## config.mk

```make
export PLATFORM = sky130hd
export DESIGN_NAME = alu_exec_unit
export DESIGN_NICKNAME = d
export VERILOG_FILES = /design/src/rtl/alu_exec_unit.sv
export SDC_FILE = /design/constraint.sdc
export NUM_CORES = 1
export LEC_CHECK = 0
export CAP_MARGIN = 20
export CORE_ASPECT_RATIO = 0.5
export CORE_UTILIZATION = 50
export CTS_BUF_LIST = sky130_fd_sc_hd__clkbuf_16
export CTS_CLUSTER_DIAMETER = 200
export DETAILED_ROUTE_END_ITERATION = 10
export DONT_BUFFER_PORTS = 1
export SLEW_MARGIN = 25
export SYNTH_ARGS = -nofsm -noshare
export SYNTH_HDL_FRONTEND = slang
export SYNTH_SLANG_ARGS = --single-unit
```

## constraint.sdc

```tcl
create_clock -name CLK -period 2.63 [get_ports CLK]
set_input_delay 0.263 -clock CLK [delete_from_list [all_inputs] [get_ports CLK]]
set_output_delay 0.263 -clock CLK [all_outputs]
set_load 0.01 [all_outputs]
```

## src/rtl/alu_exec_unit.sv

```systemverilog
// RV32I execute-stage ALU with a valid/ready result port and an iterative 1-bit/cycle shifter.
// Define ALU_FAST_SHIFT_EN to replace the iterative shifter with a single-cycle barrel shifter.
module alu_exec_unit (
    input  logic        CLK,
    input  logic        RST_N,
    input  logic [31:0] DATA0,
    input  logic [31:0] DATA1,
    input  logic        ALU_EN,
    input  logic [6:0]  OPCODE,
    input  logic [2:0]  FUNCT3,
    input  logic        FUNCT7_5,
    input  logic [4:0]  RD_IN,
    input  logic        FLUSH,
    output logic        IN_READY,
    output logic        OUT_VALID,
    input  logic        OUT_READY,
    output logic [31:0] RESULT,
    output logic [4:0]  RD_OUT,
    output logic        BUSY
);

    localparam logic [6:0] OpcOp    = 7'b0110011;
    localparam logic [6:0] OpcOpImm = 7'b0010011;

    typedef enum logic [3:0] {
        OpAdd, OpSub, OpSll, OpSlt, OpSltu, OpXor, OpSrl, OpSra, OpOr, OpAnd
    } alu_op_e;

`ifdef ALU_FAST_SHIFT_EN
    typedef enum logic [1:0] {StIdle, StDone} state_e;
`else
    typedef enum logic [1:0] {StIdle, StShift, StDone} state_e;
`endif

    state_e      state_q, state_d;
    logic [31:0] result_q, result_d;
    logic [4:0]  rd_q, rd_d;
    alu_op_e     op;
    logic [31:0] alu_result;
    logic        is_shift;
    logic        accept;
    logic [4:0]  shamt;

    assign shamt = DATA1[4:0];

    // Only OP and OP-IMM decode FUNCT3; every other opcode is an address/immediate add.
    always_comb begin
        op = OpAdd;
        if (OPCODE == OpcOp || OPCODE == OpcOpImm) begin
            unique case (FUNCT3)
                3'b000:  op = (OPCODE == OpcOp && FUNCT7_5) ? OpSub : OpAdd;
                3'b001:  op = OpSll;
                3'b010:  op = OpSlt;
                3'b011:  op = OpSltu;
                3'b100:  op = OpXor;
                3'b101:  op = FUNCT7_5 ? OpSra : OpSrl;
                3'b110:  op = OpOr;
                3'b111:  op = OpAnd;
                default: op = OpAdd;
            endcase
        end
    end

    assign is_shift = (op == OpSll) || (op == OpSrl) || (op == OpSra);

    always_comb begin
        alu_result = DATA0 + DATA1;
        unique case (op)
            OpSub:   alu_result = DATA0 - DATA1;
            OpSlt:   alu_result = {31'b0, $signed(DATA0) < $signed(DATA1)};
            OpSltu:  alu_result = {31'b0, DATA0 < DATA1};
            OpXor:   alu_result = DATA0 ^ DATA1;
            OpOr:    alu_result = DATA0 | DATA1;
            OpAnd:   alu_result = DATA0 & DATA1;
`ifdef ALU_FAST_SHIFT_EN
            OpSll:   alu_result = DATA0 << shamt;
            OpSrl:   alu_result = DATA0 >> shamt;
            OpSra:   alu_result = $unsigned($signed(DATA0) >>> shamt);
`else
            // Iterative path only reaches here for shamt == 0.
            OpSll, OpSrl, OpSra: alu_result = DATA0;
`endif
            default: alu_result = DATA0 + DATA1;
        endcase
    end

    assign IN_READY  = ~FLUSH & ((state_q == StIdle) | ((state_q == StDone) & OUT_READY));
    assign accept    = ALU_EN & IN_READY;
    assign OUT_VALID = (state_q == StDone);
    assign RESULT    = result_q;
    assign RD_OUT    = rd_q;

`ifdef ALU_FAST_SHIFT_EN
    assign BUSY = 1'b0;

    always_comb begin
        state_d  = state_q;
        result_d = result_q;
        rd_d     = rd_q;
        if (FLUSH) begin
            state_d = StIdle;
        end else if (accept) begin
            result_d = alu_result;
            rd_d     = RD_IN;
            state_d  = StDone;
        end else if (state_q == StDone && OUT_READY) begin
            state_d = StIdle;
        end
    end

    always_ff @(posedge CLK or negedge RST_N) begin
        if (!RST_N) begin
            state_q  <= StIdle;
            result_q <= '0;
            rd_q     <= '0;
        end else begin
            state_q  <= state_d;
            result_q <= result_d;
            rd_q     <= rd_d;
        end
    end
`else
    logic [31:0] sh_q, sh_d, sh_next;
    logic [4:0]  cnt_q, cnt_d;
    logic [4:0]  rd_pend_q, rd_pend_d;
    logic        left_q, left_d;
    logic        fill_q, fill_d;

    // fill_q latches the original sign for SRA so every step shifts in the same bit.
    assign sh_next = left_q ? {sh_q[30:0], 1'b0} : {fill_q, sh_q[31:1]};
    assign BUSY    = (state_q == StShift);

    always_comb begin
        state_d   = state_q;
        result_d  = result_q;
        rd_d      = rd_q;
        sh_d      = sh_q;
        cnt_d     = cnt_q;
        rd_pend_d = rd_pend_q;
        left_d    = left_q;
        fill_d    = fill_q;
        if (FLUSH) begin
            state_d = StIdle;
            cnt_d   = '0;
        end else begin
            unique case (state_q)
                StIdle, StDone: begin
                    if (accept) begin
                        if (is_shift && shamt != 5'd0) begin
                            sh_d      = DATA0;
                            cnt_d     = shamt;
                            rd_pend_d = RD_IN;
                            left_d    = (op == OpSll);
                            fill_d    = (op == OpSra) & DATA0[31];
                            state_d   = StShift;
                        end else begin
                            result_d = alu_result;
                            rd_d     = RD_IN;
                            state_d  = StDone;
                        end
                    end else if (state_q == StDone && OUT_READY) begin
                        state_d = StIdle;
                    end
                end
                StShift: begin
                    sh_d  = sh_next;
                    cnt_d = cnt_q - 5'd1;
                    if (cnt_q == 5'd1) begin
                        result_d = sh_next;
                        rd_d     = rd_pend_q;
                        state_d  = StDone;
                    end
                end
                default: state_d = StIdle;
            endcase
        end
    end

    always_ff @(posedge CLK or negedge RST_N) begin
        if (!RST_N) begin
            state_q   <= StIdle;
            result_q  <= '0;
            rd_q      <= '0;
            sh_q      <= '0;
            cnt_q     <= '0;
            rd_pend_q <= '0;
            left_q    <= 1'b0;
            fill_q    <= 1'b0;
        end else begin
            state_q   <= state_d;
            result_q  <= result_d;
            rd_q      <= rd_d;
            sh_q      <= sh_d;
            cnt_q     <= cnt_d;
            rd_pend_q <= rd_pend_d;
            left_q    <= left_d;
            fill_q    <= fill_d;
        end
    end
`endif

endmodule
```

==> impl_metrics.tcl <==
set metrics [dict create \
    status "completed" \
    setup_viol 0 \
    grt_pass1_wl_mm 59.2 \
    synth_cell_types 76 \
    core_area_um2 17800 \
    track_usage_pct 40.2 \
    antenna_left 0 \
    cp_data_required_time_ns 2.89 \
    netlist_instances 1258 \
    multi_input_area_um2 6710 \
    async_reset_ff_share_pct 100 \
    placed_cell_area_um2 10900 \
    regToRegEndpoint "RESULT[29]$_DFFE_PN0P_" \
    finalCriticalPeriod_ns 2.56 \
    min_path_cells 2 \
    finish.utilization_pct 64.1 \
    syn_to_final_growth_pct 22.3 \
    period_share_pct 97.4 \
    syn_nets 1443 \
    grt_setup_unrepaired "no" \
    wl_per_cell_um 23.8 \
    grt_use_met2_pct 57.0 \
    worstHoldStart "RD_IN[4]" \
    numCtsBuffers 9 \
    gp_congestion 0.988 \
    top_usage_layer "met1" \
    first_pass_iters 5 \
    p_total_uw 5010 \
    hold_viol_final 0 \
    critPathCaptureType "flop" \
    initial_core_util_pct 52.4 \
    criticalPathCategory "in2reg" \
    cp-start-kind "input port" \
    worst_pin_slew_ns 0.961 \
    synth_top_area_share_pct 22.2 \
    preCtsSetupSlack_ns -0.577 \
    layout-drive-gt1-share_pct 18.9 \
    skew_ns 0.0127 \
    worst_slack_ns 0.0680 \
    drv_slew 0 \
    yosys.area.top_type "dfrtp_1" \
    wl_mm 38.8 \
    p_leak_uw 0.00525 \
    grt_max_degree 84 \
    r2r_slack_ns 0.17 \
    portBuffers 0 \
    worstPathMaxFanout 4 \
    max_cap_viol_count 0 \
    p_per_area_nw_per_um2 439 \
    cts_tree "yes" \
    synth_flop_cell "dfrtp_1" \
    r2r-start "cnt_q[1]$_DFFE_PN0P_" \
    die_area_um2 19300 \
    seq_area_frac_synth_pct 22.2 \
    vias 10700 \
    ys_seq_elements 83 \
    rows 34 \
    synth_edf_count 0 \
    hold_path_end "rd_pend_q[4]$_DFFE_PN0P_" \
    relSlewSlack_pct 35.7 \
    worstHoldPathType "in2reg" \
    clock_sinks 83 \
    first_iter_violations 1233 \
    nets 1575 \
    seq_area_um2 2080 \
    antenna_found_initial 0 \
    grt_pass1_vias 10300 \
    ys_warn_count 0 \
    whs_ns 0.00972 \
    clk_pin_slew_ns 0.08 \
    final_cell_area_um2 11400 \
    clock_latency_ns 0.37 \
    fp.dieW_um 195 \
    critPathArrivalTime_ns 2.82 \
    netlist_area_um2 9350 \
    avgSynthCellArea_um2 7.43 \
    ctsRootBufferMaster "clkbuf_16" \
    io_pins 125 \
    cts_max_path_buffers 2 \
    ir_drop_v 0.000303 \
    diodes 0 \
    n_fill_cell 1635 \
    grt.overflow.total 0 \
    drc 0 \
    viasPerCell 6.54 \
    htreeDepth 3 \
    dpl.hpwl_mm 30.6 \
    grt_use_met1_pct 59.3 \
    r2r_cells 11 \
    synth_area_leaders "dfrtp_1 (22%), ha_1 (13%), nand2_1 (5.8%), a21oi_1 (5.6%), nor2_1 (4.7%)" \
    grt_use_met3_pct 12.3 \
    timing.fmax_mhz 390 \
    die_y_um 98.7 \
    post_cts_buffers 0 \
]
through the flow:
step,TNS (ns),std cells
3_3_place_gp,-5.69,1609
2_1_floorplan,-0.0171,1258
5_1_grt,0,1629
6_report,0,1629
4_1_cts,0,1629
3_5_place_dp,-6.44,1609
report_power, final:
group	switching, uW	total (uW)	internal (uW)	leakage, uW
sequential	271	1740	1460	0.00105
combinational	992	1770	778	0.00404
clock	656	1510	852	0.000159
critical path: stages:
cell,delay (ns)
inv_1,0.06
ha_1,0.17
inv_1,0.06
fa_2,0.35
nor2b_4,0.15
o311ai_4,0.31
a2111oi_2,0.15
o21ai_2,0.23
a21oi_2,0.12
buf_4,0.16
o2111ai_1,0.22
a21oi_1,0.10
a211o_1,0.23
a32o_1,0.25
routing by layer:
metal | vias to the layer above | routed length (um)
met5 | - | 0
met4 | 0 | 465
met3 | 49 | 4750
met2 | 577 | 15400
met1 | 5150 | 18100
li1 | 4875 | -
worst max-delay path by stage:
| stage | start | end | cells past startpoint |
|---|---|---|---|
| 3_5_place_dp | DATA1[15] | RESULT[29]$_DFFE_PN0P_ | 12 |
| 2_1_floorplan | DATA1[9] | RESULT[17]$_DFFE_PN0P_ | 12 |
| 4_1_cts | DATA0[0] | RESULT[18]$_DFFE_PN0P_ | 13 |
| 3_3_place_gp | DATA1[15] | RESULT[25]$_DFFE_PN0P_ | 12 |
| 5_1_grt | DATA1[8] | RESULT[24]$_DFFE_PN0P_ | 12 |
| 6_report | DATA0[0] | RESULT[30]$_DFFE_PN0P_ | 14 |
cell usage after synthesis (16+ instances only):
library cell	count
inv_1	103
nor2b_1	34
a21oi_1	105
nor2_1	116
o31ai_1	46
o21ai_0	81
ha_1	98
a211oi_1	35
nand2_1	145
dfrtp_1	83
a31oi_1	16
clkbuf_1	62
a221oi_1	36
nor3_1	27
o21bai_1	18
cells in the final DEF (no fill, tap or decap), drive strengths merged, types with 11 or more instances in the layout:
cell and count:
nor2b 34, mux2i 12, nor4 14, a21oi 105
ha 98, nor2 116, a211oi 35, inv 108
a31oi 17, dfrtp 83, nand2 145, xnor2 11
o211ai 15, buf 202, o21ai 83, nand3 16
o221ai 13, o31ai 46, nor3 27, nand2b 12
a221oi 36, a21o 11, o21bai 18
logic make-up (layout without fill, tap and decap cells):
group                      after synthesis  count (layout)  share of synthesized area, %
and+or+nand+nor                        399             399                          19.6
xor gates and xnor gates                11              11                          1.03
DFF                                     83              83                          22.2
adders and majority gates              100             100                          13.5
buffers and inverters                  189             326                          8.03
AOI/OAI and AO/OA                      464             464                          34.3
muxes                                   12              12                          1.28
timing repair:
action                                  in CTS  in global routing
gates cloned                                 0                  0
endpoints found under the setup margin       4                 19
endpoints found under the hold margin       89                  0
gates resized for setup                      3                 23
pin swaps                                    0                  4
hold buffers                                 4                  0
layout make-up:
type	count	area share, %
timing repair buffer	205	14.3
clock inverter	7	0.920
clock buffer	9	1.97
inverter	105	3.45
multi-input combinational	986	58.7
tap	234	2.56
sequential	83	18.2
flip-flops by register name, summed over array words and instances (netlist names):
name       count
RD_OUT         5
RESULT        32
cnt_q          5
fill_q         1
left_q         1
rd_pend_q      5
sh_q          32
state_q        2
No activity file was read; power rests on OpenSTA's default activity.
